[src/rtl/game_control_if.sv]
// Bundle of game-sequencer inputs (buttons, ball and block-field flags) and
// outputs (ball control, counters, LED state code) between the sequencer and its neighbours.
interface game_control_if #(
  parameter int BLK_W = 6
);
  // No valid/ready pairs here: inputs are levels sampled every clock (tick is a
  // one-cycle pulse); ball_start and ball_reset are one-cycle pulses; all else are levels.
  logic             btn_start;
  logic             hit_lava;
  logic             hit_block;
  logic [BLK_W-1:0] blocks_left;
  logic             tick;
  logic             ball_start;
  logic             ball_reset;
  logic             ball_endgame;
  logic [2:0]       lives;
  logic [13:0]      score;
  logic [2:0]       game_state;

  modport master (
    output btn_start, hit_lava, hit_block, blocks_left, tick,
    input  ball_start, ball_reset, ball_endgame, lives, score, game_state
  );

  modport slave (
    input  btn_start, hit_lava, hit_block, blocks_left, tick,
    output ball_start, ball_reset, ball_endgame, lives, score, game_state
  );
endinterface

[src/rtl/game_control.sv]
// Breakout game sequencer: serve / play / life-lost / game-over / win, with
// lives and saturating score counters. All outputs are registered.
module game_control #(
  parameter int LIVES_INIT  = 3,
  parameter int SERVE_TICKS = 60,
  parameter int POINTS      = 10,
  parameter int SCORE_MAX   = 9999,
  parameter int BLK_W       = 6
) (
  input  logic          clock,
  input  logic          reset,
  game_control_if.slave bus
);

  typedef enum logic [2:0] {
    S_IDLE  = 3'd0,
    S_SERVE = 3'd1,
    S_PLAY  = 3'd2,
    S_LOST  = 3'd3,
    S_OVER  = 3'd4,
    S_WIN   = 3'd5
  } state_t;

  localparam int               CNT_W     = $clog2(SERVE_TICKS + 1);
  localparam logic [CNT_W-1:0] CNT_LIMIT = CNT_W'(SERVE_TICKS);
  localparam logic [2:0]       LIVES_RST = 3'(LIVES_INIT);
  localparam logic [13:0]      SCORE_CAP = 14'(SCORE_MAX);
  localparam logic [14:0]      SCORE_ADD = 15'(POINTS);
  localparam logic [BLK_W-1:0] NO_BLOCKS = '0;

  state_t           state;
  logic [CNT_W-1:0] serve_cnt;
  logic [2:0]       lives_r;
  logic [13:0]      score_r;
  logic             ball_start_r;
  logic             ball_reset_r;
  logic             ball_endgame_r;
  logic             start_q;
  logic             lava_q;
  logic             block_q;

  logic             rise_start;
  logic             rise_lava;
  logic             rise_block;
  logic [CNT_W-1:0] serve_cnt_next;
  logic [14:0]      score_sum;
  logic [13:0]      score_sat;

  assign rise_start     = bus.btn_start & ~start_q;
  assign rise_lava      = bus.hit_lava  & ~lava_q;
  assign rise_block     = bus.hit_block & ~block_q;
  assign serve_cnt_next = serve_cnt + {{(CNT_W-1){1'b0}}, bus.tick};
  assign score_sum      = {1'b0, score_r} + SCORE_ADD;
  assign score_sat      = (score_sum > {1'b0, SCORE_CAP}) ? SCORE_CAP : score_sum[13:0];

  always_ff @(posedge clock or posedge reset) begin
    if (reset) begin
      state          <= S_IDLE;
      serve_cnt      <= '0;
      lives_r        <= LIVES_RST;
      score_r        <= '0;
      ball_start_r   <= 1'b0;
      ball_reset_r   <= 1'b0;
      ball_endgame_r <= 1'b0;
      // A button held through reset has to be released before it counts.
      start_q        <= 1'b1;
      lava_q         <= 1'b0;
      block_q        <= 1'b0;
    end else begin
      start_q      <= bus.btn_start;
      lava_q       <= bus.hit_lava;
      block_q      <= bus.hit_block;
      ball_start_r <= 1'b0;
      ball_reset_r <= 1'b0;

      case (state)
        S_IDLE: begin
          ball_endgame_r <= 1'b0;
          if (rise_start) begin
            lives_r      <= LIVES_RST;
            score_r      <= '0;
            serve_cnt    <= '0;
            ball_reset_r <= 1'b1;
            state        <= S_SERVE;
          end
        end

        S_SERVE: begin
          // Launch fires on the edge that samples the last tick, so ball_start
          // shows up in the cycle right after that tick.
          serve_cnt <= serve_cnt_next;
          if (rise_start || (serve_cnt_next >= CNT_LIMIT)) begin
            ball_start_r <= 1'b1;
            state        <= S_PLAY;
          end
        end

        S_PLAY: begin
          if (rise_block) begin
            score_r <= score_sat;
          end
          if (bus.blocks_left == NO_BLOCKS) begin
            ball_endgame_r <= 1'b1;
            state          <= S_WIN;
          end else if (rise_lava && (lives_r != 3'd0)) begin
            lives_r <= lives_r - 3'd1;
            if (lives_r == 3'd1) begin
              ball_endgame_r <= 1'b1;
              state          <= S_OVER;
            end else begin
              // Re-serve pulse coincides with the single LOST cycle.
              ball_reset_r <= 1'b1;
              serve_cnt    <= '0;
              state        <= S_LOST;
            end
          end
        end

        S_LOST: begin
          serve_cnt <= '0;
          state     <= S_SERVE;
        end

        S_OVER, S_WIN: begin
          ball_endgame_r <= 1'b1;
          if (rise_start) begin
            ball_endgame_r <= 1'b0;
            lives_r        <= LIVES_RST;
            score_r        <= '0;
            serve_cnt      <= '0;
            ball_reset_r   <= 1'b1;
            state          <= S_SERVE;
          end
        end

        default: begin
          state <= S_IDLE;
        end
      endcase
    end
  end

  assign bus.ball_start   = ball_start_r;
  assign bus.ball_reset   = ball_reset_r;
  assign bus.ball_endgame = ball_endgame_r;
  assign bus.lives        = lives_r;
  assign bus.score        = score_r;
  assign bus.game_state   = state;

  a_pulse_exclusive: assert property (@(posedge clock) disable iff (reset)
    !(ball_start_r && ball_reset_r));

  a_score_capped: assert property (@(posedge clock) disable iff (reset)
    score_r <= SCORE_CAP);

endmodule
[src/flat_wrapper.sv]
// flat-port wrapper written by rule: the top's interface ports become plain ports
module game_control_flat 
#(
  parameter int LIVES_INIT  = 3,
  parameter int SERVE_TICKS = 60,
  parameter int POINTS      = 10,
  parameter int SCORE_MAX   = 9999,
  parameter int BLK_W       = 6
)
  (clock, reset, bus_btn_start, bus_hit_lava, bus_hit_block, bus_blocks_left, bus_tick, bus_ball_start, bus_ball_reset, bus_ball_endgame, bus_lives, bus_score, bus_game_state);
  game_control_if #(.BLK_W(BLK_W)) bus_i ();
  input  logic clock;
  input  logic reset;
  input wire logic [$bits(bus_i.btn_start)-1:0] bus_btn_start;
  input wire logic [$bits(bus_i.hit_lava)-1:0] bus_hit_lava;
  input wire logic [$bits(bus_i.hit_block)-1:0] bus_hit_block;
  input wire logic [$bits(bus_i.blocks_left)-1:0] bus_blocks_left;
  input wire logic [$bits(bus_i.tick)-1:0] bus_tick;
  output wire logic [$bits(bus_i.ball_start)-1:0] bus_ball_start;
  output wire logic [$bits(bus_i.ball_reset)-1:0] bus_ball_reset;
  output wire logic [$bits(bus_i.ball_endgame)-1:0] bus_ball_endgame;
  output wire logic [$bits(bus_i.lives)-1:0] bus_lives;
  output wire logic [$bits(bus_i.score)-1:0] bus_score;
  output wire logic [$bits(bus_i.game_state)-1:0] bus_game_state;
  assign bus_i.btn_start = bus_btn_start;
  assign bus_i.hit_lava = bus_hit_lava;
  assign bus_i.hit_block = bus_hit_block;
  assign bus_i.blocks_left = bus_blocks_left;
  assign bus_i.tick = bus_tick;
  assign bus_ball_start = bus_i.ball_start;
  assign bus_ball_reset = bus_i.ball_reset;
  assign bus_ball_endgame = bus_i.ball_endgame;
  assign bus_lives = bus_i.lives;
  assign bus_score = bus_i.score;
  assign bus_game_state = bus_i.game_state;
  game_control #(.LIVES_INIT(LIVES_INIT), .SERVE_TICKS(SERVE_TICKS), .POINTS(POINTS), .SCORE_MAX(SCORE_MAX), .BLK_W(BLK_W)) u_core (.clock(clock), .reset(reset), .bus(bus_i));
endmodule
[config.mk]
export PLATFORM = sky130hd
export DESIGN_NAME = game_control_flat
export DESIGN_NICKNAME = d
export VERILOG_FILES = /design/src/rtl/game_control_if.sv /design/src/rtl/game_control.sv /design/src/flat_wrapper.sv
export SDC_FILE = /design/constraint.sdc
export NUM_CORES = 1
export LEC_CHECK = 0
export CORE_ASPECT_RATIO = 1.2
export CORE_MARGIN = 5
export CORE_UTILIZATION = 45
export DETAILED_ROUTE_END_ITERATION = 8
export PLACE_DENSITY = 0.7
export SYNTH_ARGS = -nofsm -noshare
export SYNTH_HDL_FRONTEND = slang
export SYNTH_SLANG_ARGS = --single-unit
[constraint.sdc]
create_clock -name clock -period 3.3 [get_ports clock]
set_input_delay 0.66 -clock clock [delete_from_list [all_inputs] [get_ports clock]]
set_output_delay 0.66 -clock clock [all_outputs]
set_load 0.02 [all_outputs]
==> impl_summary.txt <==
----------------------------------------------------
[Outcome]
  Result of the run ... complete, no violations

[Placed design]
  Detailed placement HPWL ... 3890 um
  # placed instances ... 333
  Port Buffer Count ... 34
  RD Place Congestion ... 0.981

[Synthesis]
  Cell count after synthesis ... 254
  Total nets after synthesis ... 273
  Post-synth EDFFs ... 0
  Yosys cell types ... 59
  Portion of synthesized cell area occupied by the leading cell type ... 33.5%
  Proportion of register bits with asynchronous set or reset after synthesis ... 100%
  Total number of yosys warnings ... 0
  Post-synth top flop ... sky130_fd_sc_hd__dfrtp_1
  Sequential element share of the synthesized area ... 37.1%
  Cell area after synthesis ... 0.00217 mm2
  Yosys reg bits ... 32
  Top post-synthesis cells by area ... sky130_fd_sc_hd__dfrtp_1 (33%), sky130_fd_sc_hd__nand2_1 (5.2%), sky130_fd_sc_hd__a21oi_1 (4.8%)
  Yosys top cell by area ... sky130_fd_sc_hd__dfrtp_1
  Syn avg cell area ... 8.53 um2

[Critical path]
  Total buffers and inverters traversed by the critical path ... 0
  Crit-path cells ... ha_1, o2111ai_2, a311oi_1, a311oi_1, nor3b_2, a32o_1, nand2_2, nor3b_2
  Arrival time of the worst setup path ... 2.85 ns
  Peak per-stage delay on the critical path ... 0.47 ns
  Crit Path Max Fanout ... 10
  Slowest cell on crit path ... sky130_fd_sc_hd__a32o_1
  Class of the most critical setup path ... reg -> reg
  Critical Path Sink Type ... register
  Kind of cell adding the most delay to the critical path ... compound AO/OA/AOI/OAI gates
  Crit start category ... register
  Req. time, crit path ... 3.48 ns

[Clocking]
  Hold-fix buffers, CTS ... 0
  Clock-pin transition on the worst setup and hold timing paths ... 0.07 ns
  Number of buffers added by the clock tree synthesis step ... 5
  Clk sinks ... 32
  Master cell of the clock root buffer ... sky130_fd_sc_hd__clkbuf_8
  TritonCTS clock tree ... built
  H-tree depth reported by CTS ... 2
  Post-CTS sizing ... 0
  Insertion delay to the later sink of the worst-skew pair ... 0.29 ns
  Post-CTS setup buffer count ... 0
  Maximum buffer depth of the clock tree ... 2

[Finish]
  Fill cells ... 441
  Net count, final ... 301
  Most frequent standard cell in the layout excluding fill and tap cells ... sky130_fd_sc_hd__clkdlybuf4s50_1
  Fraction of final layout cells sized beyond drive strength 1 ... 10.6%
  Final Core Density ... 56.9%
  Final Non-Filler Cells ... 341
  Commonest cells after routing, fill and taps aside ... sky130_fd_sc_hd__clkdlybuf4s50_1 (34), sky130_fd_sc_hd__nand2_1 (30), sky130_fd_sc_hd__dfrtp_1 (29), sky130_fd_sc_hd__a21oi_1 (21)
  Final antenna diode count ... 0
  Layout-stage area growth over the synthesis result ... 21.5%

[GRT]
  Total congestion overflow ... 0
  Wire length of the first global-routing pass ... 9610 um
  Via count of the first global-routing pass ... 1,975
  Number of antenna violations at the first check in global routing ... 0
  All-Layer GR Usage ... 19.2%
  Pin count of the biggest net entering global routing ... 33

[Timing]
  Min Tclk post-route ... 2.67 ns
  Slew margin rel. ... 56.6%
  Worst-case clock skew ... 0.0134 ns
  Hold Violations, Final ... 0
  Slew Limit Fails ... 0
  Unrepaired setup endpoints after global routing ... no
  Fin Hold WS ... 0.510 ns
  Max Freq ... 374 MHz
  Total negative slack ... 0 ns
  Setup Viol. Count Final ... 0
  Share of the cycle needed by the critical path after routing ... 80.9%
  Worst-margin pin slew ... 0.649 ns

[Power]
  Final Power ... 2.08 mW
  Switching power ... 0.922 mW
  VDD IR-drop max ... 0.000451 V
  Power per standard cell area ... 789 mW/mm2
  Combinational Power Share ... 48.8%
  Part of the total power dissipated in sequential elements ... 33.1%
  Part of the power in the clock network ... 18.1%
  Switching power as a share of total power ... 44.4%
  Reported leakage power ... 1.09 nW
  Pint ... 1.16 mW

[Detailed routing]
  Count of vias placed by the detailed router ... 2,020
  Number of optimization iterations in the first detailed-route pass ... 4
  Post-DR wirelength/cell ... 16.2 um
  Remaining number of nets flagged by the antenna check after routing ... 0
  Number of vias per cell after detailed routing ... 5.92
  DRC violations left ... 0
  Drt first-iter violations ... 224
  Wirelength, routed ... 5530 um

[Floorplan]
  Die Span X ... 73.4 um
  Overall die area ... 0.00631 mm2
  Cell row count ... 27
  Number of top-level pins ... 35
  Height of the die ... 86.0 um
  CORE AREA ... 0.00463 mm2
  Initial cell density of the core ... 46.8%

[Flow run]
  Number of max-cap violations ... 0

[Worst hold path]
  Kind of path behind the tightest hold check ... reg -> reg

----------------------------------------------------
==> worst register-to-register path, cell delays in order, from the launching register on <==
cell and delay, ns:
sky130_fd_sc_hd__dfrtp_1 0.44, sky130_fd_sc_hd__ha_1 0.38, sky130_fd_sc_hd__o2111ai_2 0.25, sky130_fd_sc_hd__a311oi_1 0.34, sky130_fd_sc_hd__a311oi_1 0.10, sky130_fd_sc_hd__nor3b_2 0.23
sky130_fd_sc_hd__a32o_1 0.47, sky130_fd_sc_hd__nand2_2 0.16, sky130_fd_sc_hd__nor3b_2 0.19
==> power by group through the flow <==
stage	registers [mW]	logic (mW)	clock network, mW
CTS	0.687	1.02	0.385
floorplan	0.693	0.661	0
global placement	0.689	0.997	0
global route	0.720	1.12	0.402
finish	0.688	1.01	0.376
detailed placement	0.693	1.01	0
==> routing by layer <==
layer / share of wire (%) / routed length (um) / up-vias / GRT usage, %
li1: - / - / 983 / -
met2: 47 / 2630 / 64 / 30.1
met5: 0 / 0 / - / 0
met1: 45 / 2470 / 958 / 25.7
met4: 2.7 / 151 / 0 / 7.58
met3: 5.1 / 280 / 15 / 4.10
==> flip-flops by register name, summed over array words and instances, names as in the netlist <==
register                 flops
u_core.lava_q                1
u_core.bus.ball_reset        1
u_core.bus.score            14
u_core.serve_cnt             6
u_core.block_q               1
u_core.bus.ball_endgame      1
u_core.start_q               1
u_core.bus.lives             3
u_core.bus.ball_start        1
u_core.bus.game_state        3
==> through the flow <==
stage                     instance area, um2  setup slack, ns
after floorplan                         2170            0.970
after global placement                  2530            0.639
after detailed placement                2530            0.585
after CTS                               2630            0.639
after global routing                    2630            0.400
final                                   2630            0.630
==> cells in the mapped netlist (2+ instances only) <==
cell type and n:
sky130_fd_sc_hd__and3_1 3, sky130_fd_sc_hd__o21ai_1 2, sky130_fd_sc_hd__dfstp_2 3, sky130_fd_sc_hd__xnor2_1 3, sky130_fd_sc_hd__ha_1 7, sky130_fd_sc_hd__o22ai_1 3
sky130_fd_sc_hd__nand2b_1 5, sky130_fd_sc_hd__inv_1 9, sky130_fd_sc_hd__nor2_1 16, sky130_fd_sc_hd__o211ai_1 2, sky130_fd_sc_hd__nor4_1 6, sky130_fd_sc_hd__nand3b_1 2
sky130_fd_sc_hd__a21oi_1 21, sky130_fd_sc_hd__nor3b_2 5, sky130_fd_sc_hd__or2_1 2, sky130_fd_sc_hd__and4_1 2, sky130_fd_sc_hd__buf_2 5, sky130_fd_sc_hd__clkbuf_2 2
sky130_fd_sc_hd__clkbuf_1 7, sky130_fd_sc_hd__a22o_1 3, sky130_fd_sc_hd__nand3_1 16, sky130_fd_sc_hd__o21ai_0 13, sky130_fd_sc_hd__or2_2 2, sky130_fd_sc_hd__and2_1 3
sky130_fd_sc_hd__o21a_1 2, sky130_fd_sc_hd__a31oi_1 9, sky130_fd_sc_hd__a21o_1 3, sky130_fd_sc_hd__nand4_1 3, sky130_fd_sc_hd__o22a_1 3, sky130_fd_sc_hd__dfrtp_1 29
sky130_fd_sc_hd__or3_1 2, sky130_fd_sc_hd__nor2b_1 2, sky130_fd_sc_hd__a311oi_1 2, sky130_fd_sc_hd__nand2_1 30, sky130_fd_sc_hd__nor3_1 3
==> kinds of logic after synthesis <==
logic type      count (synthesis)  share of synthesized area [%]
compound gates                 73                           22.1
xor+xnor                        4                           1.62
fa+ha+maj                       7                           4.04
buf+inv                        25                           5.08
flops                          32                           37.1
mux                             1                          0.462
simple gates                  112                           29.6
==> final timing paths <==
kind | slack (ns) | cells past startpoint | to | from
setup reg to reg | 0.63 | 8 | u_core.bus.score[5] | u_core.bus.score[1]
max in group asynchronous | 2.19 | 3 | u_core.bus.lives[1] | reset
setup / recovery | 0.63 | 8 | u_core.bus.score[5] | u_core.bus.score[1]
hold reg to reg | 0.51 | 1 | u_core.bus.lives[0] | u_core.bus.lives[0]
hold / removal | 0.51 | 1 | u_core.bus.lives[0] | u_core.bus.lives[0]
min in group asynchronous | 0.76 | 3 | u_core.serve_cnt[4] | reset
==> cell type report <==
class	instances	area [um2]	share of cell area [%]
clock inverters	2	35.0	1.33
multi-input cells	197	1250	47.6
well taps	58	72.6	2.76
clock buffers	6	72.6	2.76
inverters	9	33.8	1.28
flip-flops and latches	32	805	30.5
repair buffers	37	363	13.8
Note: power is estimated with default switching activity, not from simulation.
